File: src/rtl/encrip_arbiter.sv
// encrip_arbiter: round-robin sharing of a fixed 3-to-5-bit code table between two symbol sources.
// Optional ENCRIP_KEY_EN adds a key input whose rotating register is XORed into every code.
module encrip_arbiter #(
   parameter int MAX_BURST = 8,
   parameter int CW        = 8
) (
   input  logic       CLK,
   input  logic       nRST,
   input  logic [1:0] req_valid,
   input  logic [2:0] req_data0,
   input  logic [2:0] req_data1,
   input  logic [1:0] req_last,
   output logic [1:0] req_ready,
   output logic       out_valid,
   output logic [4:0] out_code,
   output logic       out_src,
   output logic       out_last,
   input  logic       out_ready,
`ifdef ENCRIP_KEY_EN
   input  logic [4:0] key,
`endif
   output logic       busy,
   output logic       grant,
   output logic       err_trunc
);
   typedef enum logic {IDLE, SERVE} state_t;
   localparam logic [4:0]    TBL [8]  = '{5'd6, 5'd5, 5'd10, 5'd16, 5'd1, 5'd8, 5'd11, 5'd20};
   localparam logic [CW-1:0] LAST_CNT = CW'(MAX_BURST - 1);
   state_t        state_q, state_d;
   logic          grant_q, grant_d, prio_q, prio_d;
   logic [CW-1:0] cnt_q, cnt_d;
   logic          out_valid_q, out_valid_d, out_src_q, out_src_d, out_last_q, out_last_d;
   logic [4:0]    out_code_q, out_code_d;
   logic          err_q, err_d;
   logic          ld_ok, acc, lst, fin, start;
   logic [2:0]    sym;
   logic [4:0]    kx;
`ifdef ENCRIP_KEY_EN
   logic [4:0]    key_q, key_d;
   assign kx = key_q;
   assign key_d = start ? key : (acc ? {key_q[3:0], key_q[4]} : key_q);
`else
   assign kx = 5'd0;
`endif
   always_comb begin
      ld_ok       = !out_valid_q || out_ready;
      sym         = grant_q ? req_data1 : req_data0;
      lst         = req_last[grant_q];
      fin         = lst || (cnt_q == LAST_CNT);
      start       = (state_q == IDLE) && (req_valid != 2'b00);
      acc         = (state_q == SERVE) && req_valid[grant_q] && ld_ok;
      req_ready   = (state_q == SERVE && ld_ok) ? (grant_q ? 2'b10 : 2'b01) : 2'b00;
      state_d     = state_q;
      grant_d     = grant_q;
      prio_d      = prio_q;
      cnt_d       = cnt_q;
      out_valid_d = acc ? 1'b1 : (out_ready ? 1'b0 : out_valid_q);
      out_code_d  = acc ? (TBL[sym] ^ kx) : out_code_q;
      out_src_d   = acc ? grant_q : out_src_q;
      out_last_d  = acc ? fin : out_last_q;
      err_d       = acc && fin && !lst;
      if (start) begin
         state_d = SERVE;
         grant_d = (&req_valid) ? prio_q : req_valid[1];
      end
      if (acc) begin
         cnt_d = fin ? '0 : cnt_q + 1'b1;
         if (fin) begin
            state_d = IDLE;
            prio_d  = !grant_q;
         end
      end
   end
   always_ff @(posedge CLK) begin
      if (!nRST) begin
         state_q     <= IDLE;
         grant_q     <= 1'b0;
         prio_q      <= 1'b0;
         cnt_q       <= '0;
         out_valid_q <= 1'b0;
         out_code_q  <= 5'd0;
         out_src_q   <= 1'b0;
         out_last_q  <= 1'b0;
         err_q       <= 1'b0;
`ifdef ENCRIP_KEY_EN
         key_q       <= 5'd0;
`endif
      end else begin
         state_q     <= state_d;
         grant_q     <= grant_d;
         prio_q      <= prio_d;
         cnt_q       <= cnt_d;
         out_valid_q <= out_valid_d;
         out_code_q  <= out_code_d;
         out_src_q   <= out_src_d;
         out_last_q  <= out_last_d;
         err_q       <= err_d;
`ifdef ENCRIP_KEY_EN
         key_q       <= key_d;
`endif
      end
   end
   assign out_valid = out_valid_q;
   assign out_code  = out_code_q;
   assign out_src   = out_src_q;
   assign out_last  = out_last_q;
   assign busy      = (state_q == SERVE);
   assign grant     = grant_q;
   assign err_trunc = err_q;
endmodule

File: config.mk
export PLATFORM = sky130hd
export DESIGN_NAME = encrip_arbiter
export DESIGN_NICKNAME = d
export VERILOG_FILES = /design/src/rtl/encrip_arbiter.sv
export SDC_FILE = /design/constraint.sdc
export NUM_CORES = 1
export LEC_CHECK = 0
export ABC_AREA = 1
export CAP_MARGIN = 20
export CORE_MARGIN = 1.5
export CORE_UTILIZATION = 35
export CTS_BUF_LIST = sky130_fd_sc_hd__clkbuf_4
export DETAILED_ROUTE_END_ITERATION = 10
export GPL_TIMING_DRIVEN = 0
export REMOVE_ABC_BUFFERS = 1
export SLEW_MARGIN = 40
export SYNTH_ARGS = -nofsm -noshare
export SYNTH_HDL_FRONTEND = slang
export SYNTH_SLANG_ARGS = --single-unit
File: constraint.sdc
create_clock -name CLK -period 1.8 [get_ports CLK]
set_input_delay 0.36 -clock CLK [delete_from_list [all_inputs] [get_ports CLK]]
set_output_delay 0.36 -clock CLK [all_outputs]
set_load 0.01 [all_outputs]
After elaboration in Yosys (flattened, before gate mapping)
Memories as Yosys holds them, arrays and structs flattened. A register that Yosys moved wholly into a read port is not among the register bits.
Index checks and enable logic that the tools add are counted.
Storage, ports and cells
  register bits after elaboration: 15
  ROM bits: 40
  memories: 1
  word-level logic and storage cells: 44
  bits in latches: 0
  memory bits (writable): 0
  input port bits: 13
  output and inout port bits: 13
Operators by class
  muxes and demuxes: 14
  div/mod/pow operators: 0
  reductions and logical operators: 16
  eq/ne operators: 1
  $add $sub $neg: 1
  order comparisons: 1
  $mul: 0
  bitwise operators: 2
  shift operators: 0
Memories
  (name not given): depth 8, bits a word 5, rd ports 1, clocked after Yosys merged registers in 1, write ports 0, RTL line 58  | out_code_d = acc ? (TBL[sym] ^ kx) : out_code_q;
Operators with widths (number)
  $mux 1: 10
  $add 8x1->8 const B: 1
  $eq 8x3->1 const B: 1
  $mux 8: 1
  $logic_and 1x1->1: 6
  $logic_not 1->1: 4
  $mux 2: 2
  $not 3->4: 1
  $reduce_and 2->1: 2
  $reduce_bool 2->1: 2
  $mux 3: 1
  $logic_or 1x1->1: 2
  $lt 1x2->1 const B: 1
  $not 1->1: 1

Depth between registers and ports, before layout
  depth after elaboration: 6
  mapped depth: 8
  depth with buffers taken out: 8

Least setup slack after synthesis
Ideal clock, no wire load.
  path kind: register to register
  start: register grant_q, in the netlist grant
  end: register out_code_q[3], in the netlist out_code[3]
  buffers on the path: 1
  setup slack: 0.374 ns
  cell stages (with the launch flop): 9
  setup time: 0.070 ns
  clock period less this slack: 1.426 ns
  arrival time: 1.356 ns
  required time: 1.730 ns
  cell sequence: dfxtp_1 buf_6 nand2_1 o21ai_2 inv_1 ha_1 nor2_1 nor2_1 a21oi_1
On the way
  word-level cells in the longest chain between the ends: 4
  elaborated cells between the ends (all ways): 6
  those cells by class: mux (3); bitwise (1); reduce/logical (2)
Ends and longest elaborated chain
  from (decl): RTL line 30  | logic grant_q, grant_d, prio_q, prio_d;
  from (signal assigned): RTL line 90  | grant_q <= grant_d;
  $mux 1 (not written as such) (2 in a row): RTL line 51  | acc = (state_q == SERVE) && req_valid[grant_q] && ld_ok;
  $logic_and 1x1->1 (2 in a row): RTL line 51
  to (decl): RTL line 33  | logic [4:0] out_code_q, out_code_d;
Several ways; a longest one is shown, not always the timed one. The select of a mux whose other input is x is not followed.
A chain may end at the register's enable or synchronous reset.

Worst setup path after layout
  start: register grant_q, in the netlist grant
  end: output grant
RTL lines
  to (decl): RTL line 23  | output logic grant,
No word-level cell between the ends.

==> reports/metrics.cfg <==
[power_and_ir_drop]
power_frac_comb = 0.226
pwr-share-clk = 0.230
finalPower_w = 0.0008920
switchingPower_w = 0.0002560
netSwitchingFraction = 0.2870
pwr_density_cell_mw_per_mm2 = 635.4
pwr-share-seq = 0.544
vdd_drop_max_mv = 0.4010
p_int_w = 0.0006360
p_leak_nw = 0.6011

[synth]
syn_area_mm2 = 0.001114
synth_flop_cell = dfxtp_1
synth.top_cells.by_area = dfxtp_1 36%, nand2_1 11%, inv_1 7.8%, nor2_1 6.1%, a21oi_1 4.5%
netlist.area_leader.share = 0.3596
yosysMostFrequentCell = nand2_1
synth_top_cells_by_count = 32 x nand2_1, 23 x inv_1, 20 x dfxtp_1
avgSynthCellArea_um2 = 7.184
synth_warnings = 0
synth_cell_types = 25
yosysSeqAreaShare = 0.3596
synth-seq-cells = 20
async_flop_share = 0
netlist_instances = 155
synth_top_area_cell = dfxtp_1
synth_edf_count = 0

[clocking]
cts_tree = built
ctsHoldBuffers = 0
cts.sinks = 20
clk_pin_slew_ns = 0.10
clockBufferDepth = 2
cts_root_buf = clkbuf_4
cts_buffers = 3
clk-insertion-delay-late_ns = 0.29
cts_max_level = 1

[route]
routed_wl_um = 2370
wl_per_cell_um = 10.63
viasPerCell = 4.583
drcViolationCount = 0
ant_nets = 0
drtIter0Drc = 18
num_vias = 1022
first_pass_iters = 4

[die]
initial_utilization = 0.3678
die_height_um = 59.41
die_x_um = 59.41
placementRows = 20
die-area_mm2 = 0.003529
ioPinCount = 26
core_area_mm2 = 0.003028

[min_path]
hp-class = register to register

[layout]
nets = 198
nFillCells = 325
synthToLayoutAreaGrowth_pct = 26.07
fin_area_mm2 = 0.001404
drive_above_1_share = 0.1620
postLayoutCoreUtil = 0.4636
antenna_cells = 0

[timing]
clock_skew_ns = 0.004918
timing.final.hold_violations = 0
max_freq_mhz = 593.8
fin_crit_sh = 0.9357
max-slew-margin-rel = 0.7076
whs_ns = 0.4743
slew_violations = 0
tightest_slew_ns = 0.4373
fin_ws_ns = 0.1158
layout_min_cycle_time_ns = 1.684
rsz0062_at_grt = false
setup_viol = 0

[grt]
gr-total-overflow = 0
grt_pass1_vias = 990
grt_pass1_wl_um = 4229
antenna_found_initial = 0
track_usage = 0.1579
grt_max_degree = 15

[run_status]
outcome = complete, no violations

[setup_path]
crit_slowest_cell = clkdlybuf4s50_1
path_buf_inv = 1
cp_data_arrival_time_ns = 1.32
cp-start-kind = register
cp.required_ns = 1.44
path_class = register to primary output
cp_cell_sequence = clkdlybuf4s50_1
path_delay_family = buffers and inverters
cp_slowest_stage_delay_ns = 0.57
path_max_fanout = 14
cp-end-kind = primary output

[placed_design]
place_congestion = 0.7704
dpl.hpwl_um = 1842
post_dp_cell_area_mm2 = 0.001380
io_buffers = 25
preCtsSetupSlack_ns = -0.3459

[flow_run]
cap_violations = 0

[flip-flops by register name (all words and copies together), names as in the netlist]
signal / cells
err_trunc: 1
out_code: 5
out_last: 1
out_src: 1
cnt_q: 8
prio_q: 1
busy: 1
out_valid: 1
grant: 1
[per-stage QoR]
step	instances	TNS, ns
detailed placement	220	-1.659
floorplan	151	0
finish	223	0
global route	223	0
CTS	223	0
global placement	220	-1.218
[worst min-delay path, delay by kind of cell (launching register included)]
kind | cells | cell delay [ns]
flops | 1 | 0.32
simple gates | 1 | 0.06
compound gates | 1 | 0.05
[layout make-up]
cell class | count | area [µm²] | share of cell area
clock buffer | 3 | 22.52 | 0.01604
sequential | 20 | 404.1 | 0.2879
tap | 44 | 55.05 | 0.03922
timing repair buffer | 25 | 240.2 | 0.1711
inverter | 24 | 90.09 | 0.06417
multi-input combinational | 107 | 591.8 | 0.4216
[cells in the final DEF, fill, tap and decap left out, drive strengths merged, types with 4 or more instances in the layout]
| cell type | n |
|---|---|
| nand4 | 5 |
| inv | 24 |
| clkbuf | 4 |
| nand2 | 38 |
| ha | 4 |
| nor2 | 20 |
| o21ai | 14 |
| a21oi | 14 |
| clkdlybuf4s50 | 23 |
| nand3 | 8 |
| dfxtp | 20 |
[repair_timing]
item / CTS / global route
cloned: 0 / 0
pin swaps: 1 / 0
gates resized for setup: 8 / 4
hold endpoints to repair: 0 / 0
setup buffers: 0 / 0
setup endpoints to repair: 3 / 3
[power by group through the flow]
| stage | combinational (W) | clock (W) | sequential (W) |
|---|---|---|---|
| floorplan | 0.000103 | 0 | 0.000500 |
| global placement | 0.000200 | 0 | 0.000494 |
| detailed placement | 0.000204 | 0 | 0.000496 |
| CTS | 0.000205 | 0.000218 | 0.000486 |
| global route | 0.000224 | 0.000239 | 0.000488 |
| finish | 0.000201 | 0.000205 | 0.000485 |
[routing by layer]
metal	GRT usage	share of wire	vias to the layer above
met1	0.1960	0.48	463
li1	-	-	543
met5	0	0	-
met3	0.02620	0.028	2
met2	0.2716	0.48	14
met4	0.05844	0.011	0
[worst paths after layout]
kind / startpoint / endpoint / slack [ns] / depth (start not counted)
worst min-delay path: out_src$_SDFFE_PN0N_ / out_src$_SDFFE_PN0N_ / 0.47 / 2
worst min register to register: out_src$_SDFFE_PN0N_ / out_src$_SDFFE_PN0N_ / 0.47 / 2
worst max register to register: grant$_SDFFE_PN0P_ / cnt_q[1]$_SDFFE_PN0N_ / 0.34 / 7
worst max-delay path: grant$_SDFFE_PN0P_ / grant / 0.12 / 1
[cells by family (layout without fill, tap and decap cells)]
| logic type | count (synthesis) | in the layout | share of synthesized area |
|---|---|---|---|
| DFF | 20 | 20 | 0.3595 |
| AOI/OAI and AO/OA | 29 | 29 | 0.1697 |
| adders and majority gates | 4 | 4 | 0.04495 |
| xor gates and xnor gates | 1 | 1 | 0.007867 |
| buffers and inverters | 28 | 52 | 0.1157 |
| and+or+nand+nor | 73 | 73 | 0.3022 |
Power figures use the tool's default switching activity.
